$ cat config.mk
export PLATFORM = sky130hd
export DESIGN_NAME = pipe_stage_reg
export DESIGN_NICKNAME = d
export VERILOG_FILES = /design/src/rtl/pipe_stage_reg.sv
export SDC_FILE = /design/constraint.sdc
export NUM_CORES = 1
export LEC_CHECK = 0
export CAP_MARGIN = 20
export CORE_AREA = 8 8 234 236
export DETAILED_ROUTE_END_ITERATION = 6
export DIE_AREA = 0 0 242 244
export HOLD_SLACK_MARGIN = 0.02
export PLACE_DENSITY = 0.53
export SYNTH_ARGS = -nofsm -noshare
export SYNTH_HDL_FRONTEND = slang
export SYNTH_SLANG_ARGS = --single-unit
$ cat constraint.sdc
create_clock -name Clk -period 2.4 [get_ports Clk]
set_input_delay 0.36 -clock Clk [delete_from_list [all_inputs] [get_ports Clk]]
set_output_delay 0.36 -clock Clk [all_outputs]
set_load 0.01 [all_outputs]
$ cat src/rtl/pipe_stage_reg.sv
// Handshaked pipeline stage register with flush-to-bubble and saturating stall/bubble counters.
// Define PIPE_STAGE_SKID_EN for a registered in_ready and a second (skid) payload entry.
module pipe_stage_reg #(
    parameter int unsigned            DATA_W    = 288,
    parameter logic [DATA_W-1:0]      NOP_VALUE = '0,
    parameter int unsigned            CNT_W     = 16
) (
    input  logic              Clk,
    input  logic              Reset,
    input  logic              Flush,
    input  logic              in_valid,
    output logic              in_ready,
    input  logic [DATA_W-1:0] in_data,
    output logic              out_valid,
    input  logic              out_ready,
    output logic [DATA_W-1:0] out_data,
    output logic [CNT_W-1:0]  stall_cnt,
    output logic [CNT_W-1:0]  bubble_cnt
);

    logic              r_valid;
    logic [DATA_W-1:0] r_data;
    logic [CNT_W-1:0]  r_stall_cnt;
    logic [CNT_W-1:0]  r_bubble_cnt;
    logic              w_in_fire;
    logic              w_out_fire;

    assign w_in_fire  = in_valid & in_ready;
    assign w_out_fire = r_valid & out_ready;

`ifdef PIPE_STAGE_SKID_EN
    logic              r_in_ready;
    logic              r_skid_valid;
    logic [DATA_W-1:0] r_skid_data;

    assign in_ready = r_in_ready;

    // in_ready is low exactly while the skid entry is occupied, so the skid
    // entry is only ever written when the main entry is full and stalled.
    always_ff @(posedge Clk) begin
        if (Reset || Flush) begin
            r_valid      <= 1'b0;
            r_data       <= NOP_VALUE;
            r_skid_valid <= 1'b0;
            r_skid_data  <= NOP_VALUE;
            r_in_ready   <= 1'b1;
        end else if (w_in_fire) begin
            if (!r_valid || out_ready) begin
                r_valid <= 1'b1;
                r_data  <= in_data;
            end else begin
                r_skid_valid <= 1'b1;
                r_skid_data  <= in_data;
                r_in_ready   <= 1'b0;
            end
        end else if (w_out_fire) begin
            if (r_skid_valid) begin
                r_data       <= r_skid_data;
                r_skid_valid <= 1'b0;
                r_in_ready   <= 1'b1;
            end else begin
                r_valid <= 1'b0;
            end
        end
    end
`else
    assign in_ready = ~r_valid | out_ready;

    always_ff @(posedge Clk) begin
        if (Reset || Flush) begin
            r_valid <= 1'b0;
            r_data  <= NOP_VALUE;
        end else if (w_in_fire) begin
            r_valid <= 1'b1;
            r_data  <= in_data;
        end else if (w_out_fire) begin
            r_valid <= 1'b0;
        end
    end
`endif

    // Counters survive Flush; only Reset clears them.
    always_ff @(posedge Clk) begin
        if (Reset) begin
            r_stall_cnt  <= '0;
            r_bubble_cnt <= '0;
        end else begin
            if (r_valid && !out_ready && (r_stall_cnt != '1))
                r_stall_cnt <= r_stall_cnt + CNT_W'(1);
            if (!r_valid && out_ready && (r_bubble_cnt != '1))
                r_bubble_cnt <= r_bubble_cnt + CNT_W'(1);
        end
    end

    assign out_valid  = r_valid;
    assign out_data   = r_data;
    assign stall_cnt  = r_stall_cnt;
    assign bubble_cnt = r_bubble_cnt;

endmodule

* Word level (Yosys, flattened, before mapping) *
Cells that the tools add are included.

word-level totals
  bits in registers = 321
  output and inout bits = 322

cells by class
  add/sub/neg operators = 2
  reductions and logical operators = 8
  muxes and demuxes = 2
  equal/unequal tests = 2
  bitwise gates (word level) = 4

operators by type and width
  cell                                                              count
  16-bit by 1-bit adder with 16-bit output (second input constant)  2
  16-bit != test (second input constant)                            2
  1-bit logical AND                                                 4
  1-bit bitwise AND                                                 2
  1-bit zero test                                                   2
  1-bit two-way mux                                                 2
  2-bit nonzero test                                                1
  1-bit logical OR                                                  1
  1-bit NOT                                                         1
  1-bit OR                                                          1

* Longest topological paths before layout *
Gate-level depths: netlist of the first run.

  word-level depth = 4
  depth in mapped cells = 8
  depth with buffers taken out = 5

* Worst setup path after synthesis of the first run *
Ideal clock, no wire load.

  kind = register to register
  start = reg r_bubble_cnt[3] (netlist: bubble_cnt[3])
  end = reg r_bubble_cnt[15] (netlist: bubble_cnt[15])
  required time = 2.277 ns
  data arrival time = 1.734 ns
  stages on the path, launching flop included = 5
  path slack = 0.543 ns
  period minus slack after synthesis = 1.857 ns
  cell sequence = dfxtp_1 > nand4_4 > or4_4 > nor4_2 > mux2_1

on the way
  word-level cells in the longest chain between the ends = 2
  elaborated cells on any way between the ends = 3
  those cells by class = add/sub: 1; eq/ne: 1; reduce/logical: 1

ends and longest elaborated chain
  item                                                                              line  RTL
  from (decl)                                                                       24    logic [CNT_W-1:0] r_bubble_cnt;
  from (signal assigned)                                                            91    r_bubble_cnt <= r_bubble_cnt + CNT_W'(1);
  branches (longest 2 deep; another with 16-bit by 1-bit adder with 16-bit output)  n/a

Several ways; the timed one is not identified.
A chain may end at the register's enable or synchronous reset.

* Worst setup path after layout of the first run *
  start = reg r_valid (netlist: out_valid)
  end = out in_ready

on the way
  word-level cells in the longest chain between the ends = 2

ends and longest elaborated chain
  item                    line  RTL
  from (decl)             21    logic r_valid;
  from (signal assigned)  71    r_valid <= 1'b0;
  from (signal assigned)  74    r_valid <= 1'b1;
  from (signal assigned)  77    r_valid <= 1'b0;
  1-bit NOT               67    assign in_ready = ~r_valid | out_ready;
  1-bit OR                67
  to (decl)               12    output logic in_ready,

No other way between the ends.

==> flow_metrics.tcl, run 1 <==
set metrics [dict create \
    drt-total-wl_mm 50.7 \
    grt_usage 0.162 \
    antenna_found_initial 5 \
    path_delay_family "buffers and inverters" \
    r2r-end "bubble_cnt[15]" \
    numCtsBuffers 39 \
    ff_latch_area_sq_um 6430 \
    fin_util 0.392 \
    finalSetupTns_ns 0 \
    finalSetupViolCount 0 \
    fin_crit_sh 0.897 \
    insertion_delay_ns 0.54 \
    grt_max_degree 94 \
    drive_above_1_share 0.0596 \
    hold_depth 3 \
    async_flop_share 0 \
    dieArea_sq_um 59000 \
    drv_slew 0 \
    synthesis.nets 1748 \
    period_needed_ns 2.15 \
    leakagePower_nw 7.14 \
    yosysMostFrequentCell "nand2_1" \
    clk_path_buf_depth 3 \
    worstHoldStart "in_data[248]" \
    post_drt_wl_per_cell_microns 18.4 \
    vias_per_cell 4.36 \
    critPathRequiredTime_ns 2.04 \
    die_x_microns 242 \
    synth_commonest_cells "nand2_1 (591), dfxtp_1 (321), a21oi_1 (308)" \
    power_density_nw_per_um2 633 \
    pin_count 615 \
    max-cap-violations 0 \
    nets 2354 \
    postCtsSetupRepairBufs 0 \
    cts_root_buffer "clkbuf_16" \
    synth_xor_area_frac 0.00152 \
    timing.rr.start "bubble_cnt[7]" \
    synth_top_area_share 0.556 \
    timing.slew.headroom 0.507 \
    fp.coreArea_sq_um 50900 \
    hold_end "out_data[248]" \
    synth_top_area_cell "dfxtp_1" \
    rows 83 \
    synth-compound-area-share 0.149 \
    tightestPinTransition_ns 0.733 \
    synth-simple-area-share 0.242 \
    critPathMaxFanout 6 \
    dp_cells 2698 \
    startpoint "out_valid" \
    area_growth_pct 72.5 \
    p_total_mw 12.6 \
    synth_adder_area_share 0.00217 \
    vias 12053 \
    dp.final_hpwl_mm 39.0 \
    htreeDepth 2 \
    status "finished clean" \
    synth_top_family_by_area "simple AND/OR/NAND/NOR gates" \
    fmax_mhz 464 \
    syn-instance-count 1453 \
    first_iter_violations 505 \
    port_buffers 614 \
    ff2ff_path_depth 4 \
    end_kind "primary output" \
    synth-seq-area-share 0.556 \
    synth_edf_count 0 \
    initial_core_util 0.227 \
    synth_area_per_cell_sq_um 7.95 \
    clock_skew_ns 0.0158 \
    critical_path_arrival_ns 1.79 \
    n_fill_cell 5177 \
    max_stage_delay_ns 0.58 \
    fin_cells 2763 \
    cp.depth 3 \
    grt-ovfl-total 0 \
    ir_worst_vdd_mv 0.439 \
    grt_pass1_vias 11939 \
    multi_input_area_sq_um 4650 \
    dr.pass1.iters 5 \
    postRouteAntennaNets 0 \
    syn_area_sq_um 11600 \
    slowest_stage "clkdlybuf4s50_1" \
    crit_type "register to primary output" \
    fp.dieH_microns 244 \
    cts_resized 0 \
    clock-sinks 321 \
    r2r_slack_ns 0.43 \
    path_cells "and2b_1, inv_1, clkdlybuf4s50_1" \
    cts_tree "yes" \
    routabilityCongestion 0.822 \
    ys_warn_count 0 \
    synth_cell_types 46 \
    rsz0062_at_grt "false" \
    grt_pass1_wl_mm 75.7 \
    min_path_type "primary input to register" \
    hold_viol_final 0 \
    route.detailed.drc 0 \
    synth.mux.area_fraction 0.00660 \
    critPathBufInv 2 \
    ys_ff_latch 321 \
    synth_ff_type "dfxtp_1" \
    startpoint_type "register" \
    holdBufCountCts 0 \
    clk_pin_slew_ns 0.05 \
    synth_area_leaders "dfxtp_1 (56%), nand2_1 (19%), a21oi_1 (13%)" \
]
## cell usage in the layout (no fill, tap or decap), drive strengths merged, types with 7 or more instances in the layout
cell type,netlist,routed
clkbuf,65,57
o21ai,11,11
nand2,591,591
buf,39,55
nand4,13,13
dfxtp,321,321
nor2,13,13
a21oi,308,308
o31ai,7,7
nor4,9,9
clkdlybuf4s50,0,614
or4,9,9
or3,11,11
inv,9,10
## metal layers
metal	vias up	routed length (microns)	track usage
li1	5990	-	-
met1	5547	20400	0.183
met2	446	24200	0.275
met3	66	4880	0.0699
met4	4	1160	0.0505
met5	-	20	0
## worst min-delay path: stages
cell,delay (ns)
clkdlybuf4s50_1,0.39
nand2_1,0.05
a21oi_1,0.05
## worst max path at each step
| stage | endpoint | slack, ns |
|---|---|---|
| after CTS | in_ready | 0.17 |
| final | in_ready | 0.25 |
| after detailed placement | out_data[219] | 0.16 |
| after global placement | out_data[4] | 0.20 |
| after global routing | in_ready | 0.13 |
| after floorplan | bubble_cnt[15] | 0.54 |
## through the flow
step / cell area, sq um / setup WS [ns] / hold WS [ns]
floorplan: 11600 / 0.543 / 0.481
global placement: 18800 / 0.199 / 0.441
detailed placement: 18800 / 0.161 / 0.446
CTS: 19900 / 0.169 / 0.313
global route: 19900 / 0.134 / 0.344
finish: 19900 / 0.246 / 0.369
## final cells by class
| cell class | instances | share of cell area |
|---|---|---|
| timing repair buffer | 669 | 0.342 |
| sequential | 321 | 0.322 |
| multi-input combinational | 1019 | 0.233 |
| clock buffer | 57 | 0.0559 |
| tap | 680 | 0.0427 |
| clock inverter | 5 | 0.00220 |
| inverter | 9 | 0.00169 |
| antenna | 3 | 0.000377 |
## where the power goes
| part | switching (mW) | internal, mW | leakage (nW) |
|---|---|---|---|
| Combinational | 0.707 | 0.902 | 3.96 |
| Clock | 2.23 | 3.20 | 0.566 |
| Sequential | 0.0838 | 5.49 | 2.61 |
## sequential cells by signal, summed over array words and instances, names as in the netlist
register / flops
stall_cnt: 16
out_valid: 1
bubble_cnt: 16
out_data: 288
## logic make-up (layout without fill, tap and decap cells)
| group | Yosys count | in the layout |
|---|---|---|
| DFF | 321 | 321 |
| adders and majority gates | 2 | 2 |
| muxes | 7 | 7 |
| other | 0 | 3 |
| and+or+nand+nor | 673 | 673 |
| AOI/OAI and AO/OA | 335 | 335 |
| buffers and inverters | 113 | 740 |
| xor gates and xnor gates | 2 | 2 |
(Power assumes the default switching activity.)
==> inputs of run 2 (changes only) <==
Settings changed: SLEW_MARGIN set to 20.
Clock period 2.4 ns to 2.27 ns, I/O delays scaled along.
==> flow_metrics.tcl, run 2 (synthesis results as in run 1) <==
set metrics [dict create \
    ir_worst_vdd_mv 0.424 \
    grt_pass1_vias 11821 \
    r2r_slack_ns 0.27 \
    rsz0062_at_grt "false" \
    r2r-end "bubble_cnt[15]" \
    finalSetupTns_ns 0 \
    fin_util 0.394 \
    vias_per_cell 4.33 \
    initial_core_util 0.227 \
    fin_cells 2769 \
    power_density_nw_per_um2 687 \
    mostFrequentLayoutCell "clkdlybuf4s50_1" \
    grt-ovfl-total 0 \
    drive_above_1_share 0.0637 \
    drt-total-wl_mm 50.3 \
    grt_max_degree 70 \
    fp.dieH_microns 244 \
    end_kind "primary output" \
    clk_pin_slew_ns 0.06 \
    cts_resized 0 \
    postCtsSetupRepairBufs 0 \
    crit_type "register to primary output" \
    die_x_microns 242 \
    layout_common_cells "clkdlybuf4s50_1 (614), nand2_1 (590), dfxtp_1 (321), a21oi_1 (308), clkbuf_16 (39)" \
    fmax_mhz 469 \
    tightestPinTransition_ns 0.737 \
    fin_crit_sh 0.940 \
    first_iter_violations 483 \
    port_buffers 614 \
    startpoint_type "register" \
    routabilityCongestion 0.843 \
    route.detailed.drc 0 \
    post_drt_wl_per_cell_microns 18.2 \
    clk_path_buf_depth 3 \
    htreeDepth 2 \
    clock-sinks 321 \
    dr.pass1.iters 5 \
    numCtsBuffers 39 \
    drv_slew 0 \
    timing.slew.headroom 0.502 \
    status "finished clean" \
    ff2ff_path_depth 4 \
    holdBufCountCts 0 \
    cts_root_buffer "clkbuf_16" \
    max-cap-violations 0 \
    pin_count 615 \
    timing.rr.start "bubble_cnt[4]" \
    critical_path_arrival_ns 1.79 \
    largest_reg_flops 288 \
    insertion_delay_ns 0.53 \
    nets 2354 \
    vias 12002 \
    clock_skew_ns 0.0125 \
    fp.coreArea_sq_um 50900 \
    dieArea_sq_um 59000 \
    leakagePower_nw 7.19 \
    hold_slack_ns 0.350 \
    cts_tree "yes" \
    period_needed_ns 2.13 \
    antenna_found_initial 6 \
    min_path_type "primary input to register" \
    dp.final_hpwl_mm 38.8 \
    rows 83 \
    critPathMaxFanout 6 \
    finalSetupViolCount 0 \
    worstHoldStart "in_data[237]" \
    dp_cells 2698 \
    hold_depth 3 \
    critPathRequiredTime_ns 1.93 \
    postRouteAntennaNets 0 \
    area_growth_pct 73.3 \
    hold_viol_final 0 \
    grt_usage 0.161 \
    grt_pass1_wl_mm 74.7 \
    hold_end "out_data[237]" \
]
-- run 2: stage by stage --
stage / cell area (sq um) / power, mW / worst slack [ns]
after global placement: 18800 / 7.71 / 0.157
final: 20000 / 13.8 / 0.136
after floorplan: 11600 / 6.57 / 0.413
after detailed placement: 18800 / 7.73 / 0.143
after CTS: 20000 / 14.0 / 0.0765
after global routing: 20000 / 14.4 / 0.0261
-- run 2: report_power, final --
group / leakage, nW / switching (mW) / internal [mW]
clock network: 0.620 / 2.43 / 3.75
registers: 2.61 / 0.0884 / 5.80
logic: 3.96 / 0.740 / 0.950
total: 7.19 / 3.26 / 10.5
-- run 2: area by class of cell --
| type | count | area [sq um] |
|---|---|---|
| inverter | 9 | 33.8 |
| timing repair buffer | 669 | 6800 |
| tap | 680 | 851 |
| multi-input combinational | 1019 | 4650 |
| sequential | 321 | 6430 |
| antenna | 2 | 5.00 |
| clock buffer | 60 | 1160 |
| clock inverter | 9 | 104 |
| fill | 5172 | 30900 |
-- run 2: worst max path at each step --
stage	start	cells past startpoint	end
2_1_floorplan	bubble_cnt[3]	4	bubble_cnt[15]
3_3_place_gp	out_ready	8	out_data[4]
3_5_place_dp	out_ready	8	out_data[105]
4_1_cts	out_valid	3	in_ready
5_1_grt	out_valid	3	in_ready
6_report	out_valid	3	in_ready
-- run 2: metal layers --
metal / wire [microns] / vias up / GRT usage
met5: 49 / - / 0
met4: 1030 / 8 / 0.0404
met3: 4820 / 62 / 0.0695
met2: 24300 / 450 / 0.276
met1: 20100 / 5488 / 0.182
li1: - / 5994 / -
-- run 2: critical path, cell delays in order, from the launching register on --
cell	delay, ns
dfxtp_1	0.35
and2b_1	0.21
inv_1	0.10
clkdlybuf4s50_1	0.60
